===== src/rtl/bsg_comm_link_pkt_pkg.sv =====
// Shared definitions for the comm-link packet demultiplexer: header field
// placement and the receive FSM state encoding.
package bsg_comm_link_pkt_pkg;

    typedef enum logic [1:0] {
        IDLE = 2'd0,   // next word is a header
        FWD  = 2'd1,   // forwarding body beats to the latched port
        DROP = 2'd2    // discarding body beats of a misaddressed packet
    } pkt_state_e;

    // Destination id sits at the bottom of the header word.
    localparam int hdr_dest_lsb_gp = 0;

    // Body-length field starts immediately above the destination id.
    function automatic int hdr_len_lsb(input int id_width);
        return hdr_dest_lsb_gp + id_width;
    endfunction

endpackage


===== src/rtl/bsg_two_fifo.sv =====
// Two-entry FIFO with registered full/empty flags. ready_o comes straight from
// a flop, so a full FIFO cannot accept in the same cycle it is being drained.
module bsg_two_fifo #(
    parameter int width_p = 8
) (
    input  logic               clk_i,
    input  logic               reset_i,
    input  logic               v_i,
    input  logic [width_p-1:0] data_i,
    output logic               ready_o,
    output logic               v_o,
    output logic [width_p-1:0] data_o,
    input  logic               yumi_i
);

    logic [1:0][width_p-1:0] mem_q;
    logic                    rd_ptr_q, wr_ptr_q;
    logic                    empty_q, full_q;
    logic                    enq, deq;

    assign ready_o = ~full_q;
    assign v_o     = ~empty_q;
    assign data_o  = mem_q[rd_ptr_q];
    assign enq     = v_i & ~full_q;
    assign deq     = yumi_i & ~empty_q;

    // Pointer and occupancy flag update; simultaneous enq/deq leaves flags alone.
    always_ff @(posedge clk_i) begin
        if (reset_i) begin
            rd_ptr_q <= 1'b0;
            wr_ptr_q <= 1'b0;
            empty_q  <= 1'b1;
            full_q   <= 1'b0;
        end else begin
            if (enq) wr_ptr_q <= ~wr_ptr_q;
            if (deq) rd_ptr_q <= ~rd_ptr_q;
            if (enq & ~deq) begin
                empty_q <= 1'b0;
                full_q  <= (~wr_ptr_q == rd_ptr_q);
            end else if (deq & ~enq) begin
                full_q  <= 1'b0;
                empty_q <= (~rd_ptr_q == wr_ptr_q);
            end
        end
    end

    // Storage needs no reset; occupancy flags qualify it.
    always_ff @(posedge clk_i) begin
        if (enq) mem_q[wr_ptr_q] <= data_i;
    end

endmodule


===== src/rtl/bsg_comm_link_pkt_demux.sv =====
// Splits the fused comm-link word stream into per-destination packet streams.
// A header word names the port and the body length; misaddressed packets are
// swallowed whole and counted. Output goes through a 2-entry buffer.
module bsg_comm_link_pkt_demux
    import bsg_comm_link_pkt_pkg::*;
#(
    parameter int width_p          = 80,
    parameter int num_out_p        = 4,
    parameter int len_width_p      = 4,
    parameter int drop_cnt_width_p = 16
) (
    input  logic                        clk_i,
    input  logic                        reset_i,
    input  logic                        valid_i,
    input  logic [width_p-1:0]          data_i,
    output logic                        yumi_o,
    output logic [num_out_p-1:0]        v_o,
    output logic [width_p-1:0]          data_o,
    output logic                        last_o,
    input  logic [num_out_p-1:0]        ready_i,
    output logic [drop_cnt_width_p-1:0] drop_count_o
);

    localparam int id_width_lp   = $clog2(num_out_p);
    localparam int len_lsb_lp    = hdr_len_lsb(id_width_lp);
    localparam int fifo_width_lp = width_p + id_width_lp + 1;

    typedef logic [id_width_lp-1:0] id_t;
    typedef logic [id_width_lp:0]   id_ext_t;
    typedef logic [len_width_p-1:0] len_t;

    localparam id_ext_t num_out_lp = id_ext_t'(num_out_p);

    pkt_state_e                  state_q;
    len_t                        cnt_q;
    id_t                         dest_q;
    logic [drop_cnt_width_p-1:0] drop_cnt_q;

    id_t                         hdr_dest;
    len_t                        hdr_len;
    logic                        hdr_ok;
    logic                        fwd_v, yumi, enq_last;
    id_t                         enq_dest, head_dest;
    logic                        head_last;
    logic                        fifo_ready, fifo_v;
    logic [fifo_width_lp-1:0]    fifo_din, fifo_dout;

    assign hdr_dest = data_i[hdr_dest_lsb_gp +: id_width_lp];
    assign hdr_len  = data_i[len_lsb_lp +: len_width_p];
    assign hdr_ok   = {1'b0, hdr_dest} < num_out_lp;

    // Decide whether the current word is forwarded or discarded and when it is taken.
    always_comb begin
        fwd_v    = 1'b0;
        yumi     = 1'b0;
        enq_dest = dest_q;
        enq_last = (cnt_q == len_t'(1));
        unique case (state_q)
            IDLE: begin
                enq_dest = hdr_dest;
                enq_last = (hdr_len == '0);
                if (hdr_ok) begin
                    fwd_v = valid_i;
                    yumi  = valid_i & fifo_ready;
                end else begin
                    yumi  = valid_i;
                end
            end
            FWD: begin
                fwd_v = valid_i;
                yumi  = valid_i & fifo_ready;
            end
            default: yumi = valid_i;
        endcase
        if (reset_i) begin
            fwd_v = 1'b0;
            yumi  = 1'b0;
        end
    end

    assign yumi_o   = yumi;
    assign fifo_din = {enq_last, enq_dest, data_i};

    // Packet framing FSM: latch dest/length at the header, count down the body.
    always_ff @(posedge clk_i) begin
        if (reset_i) begin
            state_q    <= IDLE;
            cnt_q      <= '0;
            dest_q     <= '0;
            drop_cnt_q <= '0;
        end else if (yumi) begin
            unique case (state_q)
                IDLE: begin
                    cnt_q  <= hdr_len;
                    dest_q <= hdr_dest;
                    if (!hdr_ok && drop_cnt_q != '1) drop_cnt_q <= drop_cnt_q + 1'b1;
                    if (hdr_len != '0) state_q <= hdr_ok ? FWD : DROP;
                end
                default: begin
                    cnt_q <= cnt_q - 1'b1;
                    if (cnt_q == len_t'(1)) state_q <= IDLE;
                end
            endcase
        end
    end

    assign drop_count_o = drop_cnt_q;

    bsg_two_fifo #(.width_p(fifo_width_lp)) u_obuf (
        .clk_i   (clk_i),
        .reset_i (reset_i),
        .v_i     (fwd_v),
        .data_i  (fifo_din),
        .ready_o (fifo_ready),
        .v_o     (fifo_v),
        .data_o  (fifo_dout),
        .yumi_i  (|(v_o & ready_i))
    );

    assign {head_last, head_dest, data_o} = fifo_dout;

    // Steer the buffer head to its port; only that port's ready can drain it.
    always_comb begin
        v_o = '0;
        for (int k = 0; k < num_out_p; k++)
            v_o[k] = fifo_v & ~reset_i & (head_dest == id_t'(k));
    end

    assign last_o = fifo_v & head_last & ~reset_i;

endmodule


===== config.mk =====
export PLATFORM = sky130hd
export DESIGN_NAME = bsg_comm_link_pkt_demux
export DESIGN_NICKNAME = d
export VERILOG_FILES = /design/src/rtl/bsg_comm_link_pkt_pkg.sv /design/src/rtl/bsg_two_fifo.sv /design/src/rtl/bsg_comm_link_pkt_demux.sv
export SDC_FILE = /design/constraint.sdc
export NUM_CORES = 1
export LEC_CHECK = 0
export CAP_MARGIN = 5
export CELL_PAD_IN_SITES_DETAIL_PLACEMENT = 1
export CELL_PAD_IN_SITES_GLOBAL_PLACEMENT = 1
export CORE_ASPECT_RATIO = 0.6
export CORE_MARGIN = 10
export CORE_UTILIZATION = 35
export CTS_CLUSTER_SIZE = 20
export DETAILED_ROUTE_END_ITERATION = 6
export PLACE_DENSITY_LB_ADDON = 0.1
export SLEW_MARGIN = 10
export SYNTH_ARGS = -nofsm -noshare
export SYNTH_HDL_FRONTEND = slang
export SYNTH_HIERARCHICAL = 1
export SYNTH_SLANG_ARGS = --single-unit

===== constraint.sdc =====
create_clock -name clk_i -period 7.67 [get_ports clk_i]
set_input_delay 1.1505 -clock clk_i [delete_from_list [all_inputs] [get_ports clk_i]]
set_output_delay 1.1505 -clock clk_i [all_outputs]
set_load 0.05 [all_outputs]

Yosys cells after proc, flatten, opt, wreduce, memory -nomap -nowiden
Index checks and enable logic that the tools add are counted.

word-level totals
  flip-flop bits (word level) = 178
  output and inout bits = 102
  word-level logic and storage cells = 70
  bits of input ports = 87

operators by class
  reductions and logical operators = 10
  add/sub/neg operators = 1
  muxes and demuxes = 19
  eq/ne operators = 8
  magnitude comparators = 3
  bitwise logic cells = 20

operator list
  cell                   number
  $mux W83               3
  $bwmux W166            1
  $demux W83 S1          1
  $and A1 B1 Y1          12
  $mux W1                9
  $mux W2                4
  $not A1 Y1             7
  $and A4 B4 Y4          1
  $eq A2 B1 Y1 const B   2
  $eq A2 B2 Y1 const B   2
  $eq A4 B1 Y1 const B   1
  $logic_not A2 Y1       2
  $logic_not A4 Y1       1
  $lt A1 B2 Y1 const B   2
  $mux W4                1
  $reduce_bool A2 Y1     2
  $reduce_bool A4 Y1     1
  $reduce_or A4 Y1       1
  $sub A4 B1 Y4 const B  1
  $reduce_and A3 Y1      1
  $eq A1 B1 Y1           2
  $ne A2 B2 Y1 const B   1
  $reduce_or A2 Y1       1
  $ge A1 B1 Y1 const B   1
  $logic_and A1 B1 Y1    1

Depth between registers and ports, before layout
Gate-level depths: netlist of the first run.

  word-level depth = 10
  mapped depth = 7
  mapped depth without buffers = 6

Hierarchy
The synthesis of the first run kept the hierarchy.

by module, submodules not included
  module                   times used  cells an instance  seq. area each (um^2)  area an instance (um^2)
  bsg_two_fifo             1           277                5064.9                 6174.7
  bsg_comm_link_pkt_demux  1           76                 140.1                  643.1

Worst setup path before layout of the first run
Ideal clock, no wire load.

  kind = input -> register
  start point = in reset_i
  end point = reg u_obuf/mem_q[0] in the netlist's numbering, enable pin
  data arrival time = 5378 ps
  data required time = 7136 ps
  setup time = 534 ps
  cell stages on the path = 4
  buffers on the path = 1
  path slack = 1757 ps
  cells stage by stage = buf_2 > nor2b_1 > nor2b_1 > nor2b_1

on the way
  longest elaborated chain between the ends = 2

RTL lines
  element                         RTL line                       text
  start: declaration              bsg_comm_link_pkt_demux.sv:13  input logic reset_i,
  $mux W1                         bsg_comm_link_pkt_demux.sv:75  if (reset_i) begin
  named net fwd_v                 bsg_comm_link_pkt_demux.sv:42  logic fwd_v, yumi, enq_last;
  $and A1 B1 Y1                   bsg_two_fifo.sv:24             assign enq = v_i & ~full_q;
  end signal: indexed assignment  bsg_two_fifo.sv:49             if (enq) mem_q[wr_ptr_q] <= data_i;
  end: declaration                bsg_two_fifo.sv:16             logic [1:0][width_p-1:0] mem_q;

The timed path passes the listed nets, and every way through them passes these cells.
A chain may end at the register's enable or synchronous reset.

Final worst setup path of the first run
  start point = in reset_i
  end point = out v_o[0]

on the way
  longest elaborated chain between the ends = 3

RTL lines
  element                     RTL line                        text
  $not A1 Y1                  bsg_comm_link_pkt_demux.sv:126  v_o[k] = fifo_v & ~reset_i & (head_dest == id_t'(k));
  $and A1 B1 Y1 (2 in a row)  bsg_comm_link_pkt_demux.sv:126
  end: declaration            bsg_comm_link_pkt_demux.sv:17   output logic [num_out_p-1:0] v_o,

Every way passes these cells.

==> results by group, run 1 <==
Logic synthesis
  • Post-synthesis cell count: 353
  • Synth async-reset ratio: 0%
  • Number of distinct library cells after synthesis: 38
  • Synthesis-stage register bit count: 177
  • Syn Area/Cell: 19.3 um2
  • Seq/Total Area, Yosys: 76.3%
  • Ys Warns: 6
  • Synth Flop Type: edfxtp_1
  • Number of flops mapped to enable cells by yosys: 166
  • Synth area leaders: edfxtp_1 73%, mux2_2 14%, dfxtp_1 3.2%
  • Yosys top cell by area: edfxtp_1
  • Syn Std Cell Area: 6820 um2
  • Synth top area share: 73.1%

Critical path
  • Worst Path Arrival: 3.34 ns
  • R2R setup slack: 4.97 ns
  • CP top delay family: buffers and inverters
  • Slowest stage cell on the critical path: clkdlybuf4s50_1
  • CP cell instances: clkdlybuf4s50_1, nor2b_1, nor3b_1, clkdlybuf4s50_1
  • Most Frequent Cell on Critical Path: clkdlybuf4s50_1
  • Critical path startpoint: reset_i
  • Buffers & Inverters on Critical Path: 2
  • Crit path required time: 6.52 ns
  • Crit Path Max Fanout: 17
  • Startpoint type of the worst setup path: primary input
  • Critical R2R Launch: u_obuf/full_q
  • Critical setup path kind: in2out
  • Slowest cell delay on critical path: 0.84 ns
  • Critical path endpoint category: output port

Floorplanning
  • Ports: 189
  • Core ar.: 19100 um2
  • Row count: 39
  • Starting Density: 35.7%
  • Die Wd: 200 um
  • Die area: 25600 um2
  • Die H: 128 um

Clock tree
  • Clock root buffer: clkbuf_16
  • Worst-Skew Late Latency: 0.42 ns
  • Postcts setup bufs: 0
  • Resize count post-CTS: 0
  • Sinks on Clock Net: 177
  • CTS tree: done
  • Clock Path Buffers: 2
  • Worst-path clk slew: 0.07 ns
  • Htree depth: 4
  • TritonCTS buffer count: 17
  • Hold Buf Count CTS: 0

STA
  • Fin Clk Skew: 0.00815 ns
  • Final setup violation count: 0
  • Setup TNS: 0 ns
  • Period minus WS final: 4.49 ns
  • RSZ-0062 raised after global routing: false
  • Setup ws final: 3.18 ns
  • Worst-Margin Slew: 1.14 ns
  • Endpoints failing hold: 0
  • Crit share post-route: 58.5%
  • Slew HR: 24.0%
  • Max-slew violations: 0
  • Upper clock frequency limit: 223 MHz

Power
  • Static leakage: 3.14 nW
  • Worst vdd ir: 0.122 mV
  • Pwr per Cell Area: 242 nW/um2
  • Final Total Pwr: 2.27 mW

Routing
  • DRC violation count after routing: 0
  • ANT nets after route: 0
  • Drt wl/cell: 19.7 um
  • Drt first pass iters: 4
  • Vias per cell: 4.46
  • Drt total wl: 16.0 mm
  • Via count: 3623
  • Drt initial violations: 177

Final layout
  • Share of cells above drive strength 1: 23.4%
  • Commonest non-fill, non-tap cell in the layout: clkdlybuf4s50_1
  • NumNets Final: 624
  • Antenna Cells: 0
  • Cell area after layout: 9360 um2
  • Area grow syn2layout: 37.3%
  • FILL cells: 1799
  • Most frequent cells in the layout: 172 x clkdlybuf4s50_1, 166 x edfxtp_1, 85 x mux2_2

Placement
  • Setup WS pre-CTS: 3.03 ns
  • Placed cell area: 8760 um2
  • GPL Wtd Cong: 0.721
  • Hpwl dp: 11.2 mm
  • Port Buf Inserts: 172

GRT
  • Pin count of the biggest net entering global routing: 50
  • First-pass GRT wire length: 24.0 mm
  • Tot GR Track Use: 12.4%
  • GR Overflow Total: 0
  • Vias in the first global route: 3884
  • Initial antenna violation count: 0

Flow run
  • Max_cap viols: 0

Min path
  • HP Class: reg2reg
  • Min-delay src: dest_q[1]

Outcome
  • Result of the run: finished clean
[through the flow]
stage	util [%]	cells	hold WS, ns
after floorplan	-	368	0.446
after global placement	45.9	782	0.476
after detailed placement	45.9	782	0.472
after CTS	49.1	813	0.484
after global routing	49.1	813	0.506
final	49.1	813	0.481
[worst reg2reg max path: stages, from the launching register on]
cell     delay [ns]
dfxtp_1        0.33
nor2b_1        0.27
nor2b_4        0.98
buf_4          0.72
[synthesized netlist by cell type, types with 2 or more instances]
library cell,instances
edfxtp_1,166
mux2_2,85
buf_4,17
dfxtp_1,11
nor2b_1,7
nor2_1,6
buf_2,5
buf_6,5
inv_1,5
nand2_1,5
a21oi_1,3
and2_1,3
mux2i_1,3
a22oi_1,2
ha_1,2
nand3b_1,2
nor3_1,2
o21ai_0,2
o22ai_1,2
xnor2_1,2
[cells by family after synthesis]
family,share of synthesized area [%]
flops,76.3
mux,14.8
simple gates,3.27
buf+inv,3.39
compound gates,1.27
xor+xnor,0.496
fa+ha+maj,0.367
other cells,0.0550
[area by class of cell]
type	count	area, um2	area share [%]
Inverter	6	22.5	0.241
Sequential cell	177	5210	55.7
Clock buffer	17	425	4.55
Clock inverter	14	178	1.90
Multi-Input combinational cell	158	1450	15.5
Timing Repair Buffer	175	1740	18.6
Tap cell	266	333	3.56
[state kept, by name (all words and copies together), names as in the netlist]
register / count
dest_q: 2
cnt_q: 4
state_q: 1
u_obuf/mem_q: 166
u_obuf/rd_ptr_q: 1
u_obuf/full_q: 1
u_obuf/wr_ptr_q: 1
u_obuf/empty_q: 1
[power breakdown]
part / leakage (nW) / internal, mW / total, mW / switching, mW
logic: 1.23 / 0.106 / 0.273 / 0.167
clock network: 0.291 / 0.518 / 0.884 / 0.367
registers: 1.61 / 1.10 / 1.11 / 0.0126
total: 3.14 / 1.72 / 2.27 / 0.546
[layer usage]
metal | wire length, um | global-route usage (%) | vias to the layer above
met5 | 0 | 0 | -
met4 | 125 | 3.89 | 0
met3 | 1120 | 5.10 | 11
met2 | 6750 | 17.0 | 118
met1 | 8020 | 17.2 | 1803
li1 | - | - | 1691
[path summary, 6_finish.rpt]
check,to,cells after the start
min,dest_q[1],2
max reg2reg,u_obuf/mem_q[68],3
max,v_o[0],4
min reg2reg,dest_q[1],2
Power figures use the tool's default switching activity.
==> run 2, diff against run 1 <==
clock period = 4.2 ns   (was 7.67 ns; I/O delays follow)
==> run 2 against run 1 <==
Hold slack gained 0.00062 ns. Die area unchanged. Highest routed layer unchanged. Final cell count increased by 0.49%. Non-clock buffer count rose by 2. Register-to-register slack lost 3.0 ns. Clock power rose by 89%. Sequential power grew 83%. First-iteration DRC count is 20% lower. Clock-buffer cell count up 9.
==> results by group, run 2 (synthesized netlist as in run 1, its figures left out) <==
Outcome
  • Result of the run: finished clean

Clock tree
  • Worst-Skew Late Latency: 0.43 ns
  • Htree depth: 4
  • TritonCTS buffer count: 17
  • CTS tree: done
  • Clock Path Buffers: 2
  • Hold Buf Count CTS: 0
  • Postcts setup bufs: 0
  • Worst-path clk slew: 0.06 ns
  • Sinks on Clock Net: 177
  • Clock root buffer: clkbuf_16
  • Resize count post-CTS: 0

STA
  • Setup ws final: 0.694 ns
  • RSZ-0062 raised after global routing: false
  • Upper clock frequency limit: 285 MHz
  • Worst-Margin Slew: 0.773 ns
  • Setup TNS: 0 ns
  • Endpoints failing hold: 0
  • Crit share post-route: 83.5%
  • Period minus WS final: 3.51 ns
  • Max-slew violations: 0
  • Slew HR: 48.4%
  • Final setup violation count: 0
  • Fin Clk Skew: 0.00663 ns

Routing
  • Drt wl/cell: 20.5 um
  • Vias per cell: 4.45
  • Via count: 3633
  • Drt initial violations: 141
  • ANT nets after route: 0
  • DRC violation count after routing: 0
  • Drt total wl: 16.7 mm
  • Drt first pass iters: 4

Critical path
  • Worst Path Arrival: 2.88 ns
  • R2R setup slack: 1.93 ns
  • Crit path required time: 3.57 ns
  • Slowest cell delay on critical path: 0.87 ns
  • Buffers & Inverters on Critical Path: 2
  • Critical setup path kind: in2out
  • Critical path startpoint: reset_i
  • CP top delay family: buffers and inverters
  • Critical path endpoint category: output port
  • Most Frequent Cell on Critical Path: clkdlybuf4s50_1
  • Critical R2R Launch: u_obuf/rd_ptr_q
  • Startpoint type of the worst setup path: primary input
  • Crit Path Max Fanout: 17
  • Slowest stage cell on the critical path: clkdlybuf4s50_1
  • CP cell instances: clkdlybuf4s50_1, nor2b_1, nor3b_1, clkdlybuf4s50_1

Final layout
  • Cell area after layout: 9410 um2
  • NumNets Final: 626
  • FILL cells: 1816
  • Fin util: 49.3%
  • Top flop regs: u_obuf/mem_q: 166 flops, cnt_q: 4 flops, dest_q: 2 flops
  • Share of cells above drive strength 1: 22.9%
  • Most frequent cells in the layout: 172 x clkdlybuf4s50_1, 166 x edfxtp_1, 85 x mux2_2
  • Biggest register: u_obuf/mem_q
  • Max reg flops: 166
  • Area grow syn2layout: 38.0%
  • Commonest non-fill, non-tap cell in the layout: clkdlybuf4s50_1

Power
  • Int Power: 3.24 mW
  • Switch Pwr: 955 uW
  • Worst vdd ir: 0.259 mV
  • Pwr per Cell Area: 446 nW/um2
  • Static leakage: 3.16 nW
  • Clock network power share: 39.8%
  • Sequential Power Share: 48.3%
  • Gate power share: 11.9%
  • Switch share: 22.7%
  • Final Total Pwr: 4.20 mW

Placement
  • Placed cell area: 8780 um2
  • Hpwl dp: 11.7 mm
  • GPL Wtd Cong: 0.696
  • Setup WS pre-CTS: 0.657 ns
  • Port Buf Inserts: 172

Floorplanning
  • Ports: 189
  • Starting Density: 35.7%
  • Die Wd: 200 um
  • Core ar.: 19100 um2
  • Die H: 128 um
  • Row count: 39
  • Die area: 25600 um2

GRT
  • Vias in the first global route: 3996
  • GR Overflow Total: 0
  • First-pass GRT wire length: 25.1 mm
  • Initial antenna violation count: 1
  • Pin count of the biggest net entering global routing: 55
  • Tot GR Track Use: 13.0%

Min path
  • Min-delay src: dest_q[1]
  • HP Class: reg2reg

Flow run
  • Max_cap viols: 0
run 2: cell types whose count changed in the layout (fill, tap and decap cells not counted), moves of 2 or more:
cell,before,now
clkinvlp_4,2,0
clkbuf_8,0,3
inv_6,6,0
clkbuf_1,0,6
run 2: power groups by stage:
stage	Clock [mW]	Sequential, mW	Combinational [mW]
after floorplan	0	2.06	0.302
after global placement	0	2.06	0.500
after detailed placement	0	2.07	0.505
after CTS	1.73	2.03	0.508
after global routing	1.79	2.03	0.531
final	1.67	2.03	0.501
run 2: through the flow:
stage	hold slack (ns)	std cells
after floorplan	0.446	368
after global placement	0.472	784
after detailed placement	0.475	784
after CTS	0.484	816
after global routing	0.503	816
final	0.482	817
run 2: worst reg2reg max path, cell delays in order (launching register included):
cell and delay (ns):
dfxtp_4 0.70, mux2_2 0.47, mux4_2 0.42, and2_1 0.19, nor2b_1 0.16, xnor2_1 0.15, nor2_1 0.05
run 2: cell type report:
cell class                 count  area, um2  area share [%]
multi-input combinational    158       1450            15.4
clock inverter                 6        130            1.38
tap                          266        333            3.54
antenna                        1       2.50          0.0266
inverter                       6       22.5           0.239
timing repair buffer         177       1770            18.8
clock buffer                  26        489            5.20
sequential                   177       5210            55.4
run 2: worst paths after layout:
check	end	cells past startpoint
max	v_o[0]	4
min	dest_q[1]	2
max reg2reg	u_obuf/rd_ptr_q	6
min reg2reg	dest_q[1]	2
run 2: routing by layer:
metal  vias up  GRT usage (%)  routed length, um
li1       1698              -                  -
met1      1812           17.4               8000
met2       108           18.6               7370
met3        15           5.12               1160
met4         0           4.96                197
met5         -              0                  0
==> run 3, diff against run 2 <==
clock period = 3.4 ns   (was 4.2 ns; I/O delays follow)
==> run 3 against run 2 <==
Wire length is 1.4% lower. Sequential cell count stayed put. Final area is 0.40% higher. Critical path type is now reg2out. Clock power is 20% higher. Highest routed layer unchanged. Clock-buffer cell count is 9 lower. Sequential share of layout area is 0.22 points lower. Non-clock buffer count is 2 higher. First-iteration DRC count is 60% higher.
==> results by group, run 3 (synthesized netlist as in run 1, its figures left out) <==
STA
  • Upper clock frequency limit: 334 MHz
  • Crit share post-route: 88.2%
  • RSZ-0062 raised after global routing: false
  • Fin Clk Skew: 0.00935 ns
  • Setup TNS: 0 ns
  • Endpoints failing hold: 0
  • Worst-Margin Slew: 0.591 ns
  • Final setup violation count: 0
  • Max-slew violations: 0
  • Period minus WS final: 3.00 ns
  • Slew HR: 60.4%

Final layout
  • Cell area after layout: 9440 um2
  • Max reg flops: 166
  • Top flop regs: u_obuf/mem_q: 166 flops, cnt_q: 4 flops, dest_q: 2 flops
  • Fin util: 49.5%
  • Commonest non-fill, non-tap cell in the layout: clkdlybuf4s50_1
  • Share of cells above drive strength 1: 23.8%
  • Biggest register: u_obuf/mem_q
  • Most frequent cells in the layout: 172 x clkdlybuf4s50_1, 166 x edfxtp_1, 85 x mux2_2
  • Area grow syn2layout: 38.5%
  • NumNets Final: 628
  • Antenna Cells: 0

Min path
  • Min-delay src: dest_q[0]
  • HP Class: reg2reg

Clock tree
  • Resize count post-CTS: 0
  • Postcts setup bufs: 0
  • Clock Path Buffers: 2
  • Worst-path clk slew: 0.06 ns
  • Clock root buffer: clkbuf_16
  • CTS tree: done
  • Hold Buf Count CTS: 0
  • Worst-Skew Late Latency: 0.43 ns
  • Htree depth: 4
  • Sinks on Clock Net: 177
  • TritonCTS buffer count: 17

Routing
  • Drt wl/cell: 20.2 um
  • Vias per cell: 4.48
  • Drt first pass iters: 4
  • ANT nets after route: 0
  • Via count: 3664
  • DRC violation count after routing: 0
  • Drt total wl: 16.5 mm
  • Drt initial violations: 226

Power
  • Switch Pwr: 1.24 mW
  • Gate power share: 12.3%
  • Clock network power share: 38.9%
  • Static leakage: 3.17 nW
  • Worst vdd ir: 0.269 mV
  • Pwr per Cell Area: 543 nW/um2
  • Switch share: 24.2%
  • Final Total Pwr: 5.13 mW
  • Sequential Power Share: 48.8%
  • Int Power: 3.89 mW

Critical path
  • Critical path startpoint: u_obuf/rd_ptr_q
  • CP top delay family: buffers and inverters
  • Crit Path Max Fanout: 72
  • Buffers & Inverters on Critical Path: 2
  • Critical setup path kind: reg2out
  • Critical R2R Launch: u_obuf/rd_ptr_q
  • Worst Path Arrival: 2.49 ns
  • CP cell instances: buf_12, mux2_2, clkdlybuf4s50_1
  • Crit path required time: 2.89 ns
  • Slowest cell delay on critical path: 0.73 ns
  • Startpoint type of the worst setup path: register
  • Slowest stage cell on the critical path: clkdlybuf4s50_1
  • Critical path endpoint category: output port

Flow run
  • Max_cap viols: 0

Placement
  • Port Buf Inserts: 172
  • GPL Wtd Cong: 0.720
  • Placed cell area: 8840 um2
  • Hpwl dp: 11.7 mm

Floorplanning
  • Die H: 128 um
  • Die area: 25600 um2
  • Core ar.: 19100 um2
  • Die Wd: 200 um
  • Starting Density: 35.7%
  • Ports: 189
  • Row count: 39

Outcome
  • Result of the run: finished clean

GRT
  • Vias in the first global route: 4057
  • Initial antenna violation count: 0
  • First-pass GRT wire length: 24.6 mm
  • Tot GR Track Use: 12.7%
  • Pin count of the biggest net entering global routing: 73
  • GR Overflow Total: 0
## run 3: changes by cell type in the layout (fill, tap and decap cells not counted), moves of 2 or more
cell,change
clkinv_2,-2
buf_12,+3
clkinv_4,+3
clkinvlp_4,+2
clkbuf_1,-6
inv_6,+3
clkinv_1,+2
clkbuf_8,-3
## run 3: power by group through the flow
stage / registers (mW) / logic (mW) / clock network [mW]
5_1_grt: 2.51 / 0.664 / 2.15
4_1_cts: 2.50 / 0.638 / 2.06
3_3_place_gp: 2.55 / 0.626 / 0
3_5_place_dp: 2.55 / 0.634 / 0
6_report: 2.50 / 0.629 / 2.00
2_1_floorplan: 2.54 / 0.374 / 0
## run 3: per-layer routing
layer	vias to the layer above	wire length (um)	track usage, %
met5	-	0	0
met4	0	193	4.42
met3	15	1280	4.92
met2	133	7170	18.1
met1	1823	7850	17.2
li1	1693	-	-
## run 3: final timing paths
check	cells past startpoint	end	slack, ns
setup / recovery	3	data_o[5]	0.40
hold / removal	2	dest_q[0]	0.48
setup reg to reg	6	u_obuf/rd_ptr_q	1.40
hold reg to reg	2	dest_q[0]	0.48
## run 3: stage by stage
stage / instances / setup WS [ns] / hold slack, ns
3_3_place_gp: 786 / 0.505 / 0.475
5_1_grt: 817 / 0.297 / 0.496
6_report: 817 / 0.402 / 0.482
3_5_place_dp: 786 / 0.457 / 0.469
4_1_cts: 817 / 0.356 / 0.480
2_1_floorplan: 368 / 0.618 / 0.446
## run 3: layout make-up
class / instances / area [um2]
clock buffers: 17 / 425
clock inverters: 14 / 181
inverters: 6 / 22.5
well taps: 266 / 333
multi-input cells: 158 / 1450
flip-flops and latches: 177 / 5210
repair buffers: 179 / 1820
fillers: 1815 / 9640
## run 3: tightest hold or removal path, cell delays in order (launching register included)
cell and delay [ns]:
dfxtp_1 0.32, nand3b_1 0.08, nand2_1 0.05
==> variant, RTL diff (flow settings as in run 1) <==
Set the parameter `width_p` to 160 (it was 80).
--- a/src/rtl/bsg_comm_link_pkt_demux.sv
+++ b/src/rtl/bsg_comm_link_pkt_demux.sv
@@ -5,5 +5,5 @@
     import bsg_comm_link_pkt_pkg::*;
 #(
-    parameter int width_p          = 80,
+    parameter int width_p          = 160,
     parameter int num_out_p        = 4,
     parameter int len_width_p      = 4,
Interface: changed (resized data_i and data_o); port bits go from 189 to 349. The function was not compared with the original's and may differ.
==> variant against run 1 <==
Non-clock buffer count is 163 higher; worst setup slack worse by 89 ps; power is 88% higher; synthesized cell count is 71% higher; wire length is 95% higher; sequential share of layout area is 1.7 points higher; area after synthesis is 85% higher; final area is 87% higher; sequential cell count is 160 higher; largest cell class unchanged.
==> variant: results (changes against run 1) <==
stage,metric,value,unit,change
global_routing,GR Util met3,4.24,%,was 5.10%
yosys,post-synthesis mux area share,15.1,%,was 14.8%
routing,drt pass-1 iters,4,,unchanged
global_routing,gr usage total,13.7,%,was 12.4%
global_routing,met2 Use GR,24.1,%,was 17.0%
timing,Tightest Pin Transition,1300,ps,was 1140 ps
global_routing,vias in the first global route,7150,,was 3884
clocking,Num CTS Buffers,34,,was 17
clocking,total number of H-tree levels,2,,was 4
yosys,XOR/XNOR Fraction of Synth Area,0.267,%,was 0.496%
routing,routed via count,6527,,was 3623
worst_hold_path,Worst Hold Class,reg -> reg,,unchanged
yosys,Synth Area in Compound Gates,0.683,%,was 1.27%
placed_design,DP Wirelength,21300,µm,was 11200 µm
global_routing,GR Util met1,16.0,%,was 17.2%
yosys,"Seq/Total Area, Yosys",79.2,%,was 76.3%
clocking,"Clk Latency, worst-skew pair",510,ps,was 420 ps
finish,fraction of layout cells with a size suffix above 1,23.3,%,was 23.4%
yosys,synth top area cells,"edfxtp_1 (77%), mux2_2 (15%), dfxtp_1 (1.7%)",,"was edfxtp_1 (73%), mux2_2 (14%), dfxtp_1 (3.2%)"
clocking,Post-CTS Setup Inserts,0,,unchanged
timing,Final Hold Viols,0,,unchanged
placed_design,buffers added on ports,332,,was 172
yosys,"EDFF count, synth",326,,was 166
yosys,Post-synth ARST share,0,%,unchanged
critical_path,"Max FO, Critical Path",42,,was 17
finish,Fillers,3283,,was 1799
pwr,Static Leak,5.78,nW,was 3.14 nW
pwr,Peak supply drop,205,µV,was 122 µV
routing,total wire length,31300,µm,was 16000 µm
routing,drt initial violations,260,,was 177
finish,Top Registers,"u_obuf/mem_q x326, cnt_q x4, dest_q x2",,"was u_obuf/mem_q x166, cnt_q x4, dest_q x2"
finish,Final #Nets,1124,,was 624
global_routing,first-pass GRT wire length,46200,µm,was 24000 µm
clocking,post-cts resize count,0,,unchanged
yosys,Yosys Warn Count,6,,unchanged
timing,Worst Skew,9.69,ps,was 8.15 ps
yosys,synth cell count leaders,"edfxtp_1 (326), mux2_2 (165), buf_6 (17)",,"was edfxtp_1 (166), mux2_2 (85), buf_4 (17)"
critical_path,CP arrival,3430,ps,was 3340 ps
placed_design,GP Congestion,0.715,,was 0.721
yosys,Adder-Cell Fraction of Synth Area,0.198,%,was 0.367%
floorplan,Die ar.,44400,µm²,was 25600 µm²
global_routing,antenna violations before repair,1,,was 0
global_routing,largest net degree at the start of global routing,164,,was 50
clocking,cell chosen for the clock root,clkbuf_16,,unchanged
outcome,status,"complete, no violations",,unchanged
clocking,Worst-path clk slew,60,ps,
clocking,maximum clock path buffer count,3,,was 2
yosys,Unique masters post-synth,38,,unchanged
variant: cell types whose count changed after synthesis, sizes merged:
cell    change
edfxtp    +160
mux2       +80
buf         +9
variant: worst max-delay path, cell delays in order, from the launching register on:
cell,delay (ps)
dfxtp_4,640
buf_4,470
buf_4,580
mux2_2,410
clkdlybuf4s50_1,750
variant: worst paths after layout:
kind / start / end / slack, ps / cells after the start
max: u_obuf/rd_ptr_q / data_o[9] / 3090 / 4
min: dest_q[1] / dest_q[1] / 490 / 2
max reg2reg: u_obuf/rd_ptr_q / u_obuf/rd_ptr_q / 4970 / 7
min reg2reg: dest_q[1] / dest_q[1] / 490 / 2
variant: layout make-up:
class,instances,share of cell area (%)
tap,467,3.35
timing repair buffer,338,19.4
antenna,1,0.0143
sequential,337,57.4
clock buffer,46,5.50
clock inverter,14,0.839
multi-input combinational,238,13.5
inverter,6,0.129
variant: kinds of logic (layout without fill, tap and decap cells):
group                      count (synthesis)  count (layout)
DFF                                      337             337
muxes                                    169             169
AOI/OAI and AO/OA                         13              13
and+or+nand+nor                           35              35
adders and majority gates                  2               2
xor gates and xnor gates                   3               3
buffers and inverters                     42             404
other                                      1              17
variant: power breakdown:
part / switching, mW / total, mW / internal (mW) / leakage (nW)
Clock: 0.667 / 1.65 / 0.980 / 0.539
Combinational: 0.297 / 0.492 / 0.195 / 2.16
Sequential: 0.0178 / 2.12 / 2.10 / 3.08
Total: 0.982 / 4.26 / 3.27 / 5.78
variant: metrics by stage:
step / std cells / power (mW) / setup slack [ps] / cell area (µm²)
final: 1447 / 4.26 / 3090 / 17500
after global routing: 1447 / 4.42 / 2900 / 17500
after CTS: 1446 / 4.33 / 3010 / 17500
after detailed placement: 1386 / 2.65 / 3160 / 16300
after global placement: 1386 / 2.65 / 3230 / 16300
after floorplan: 617 / 2.44 / 1250 / 12700
variant: layer usage:
metal	up-vias	share of wire (%)
li1	3034	-
met1	3305	41
met2	150	52
met3	38	6.4
met4	0	1.4
met5	-	0
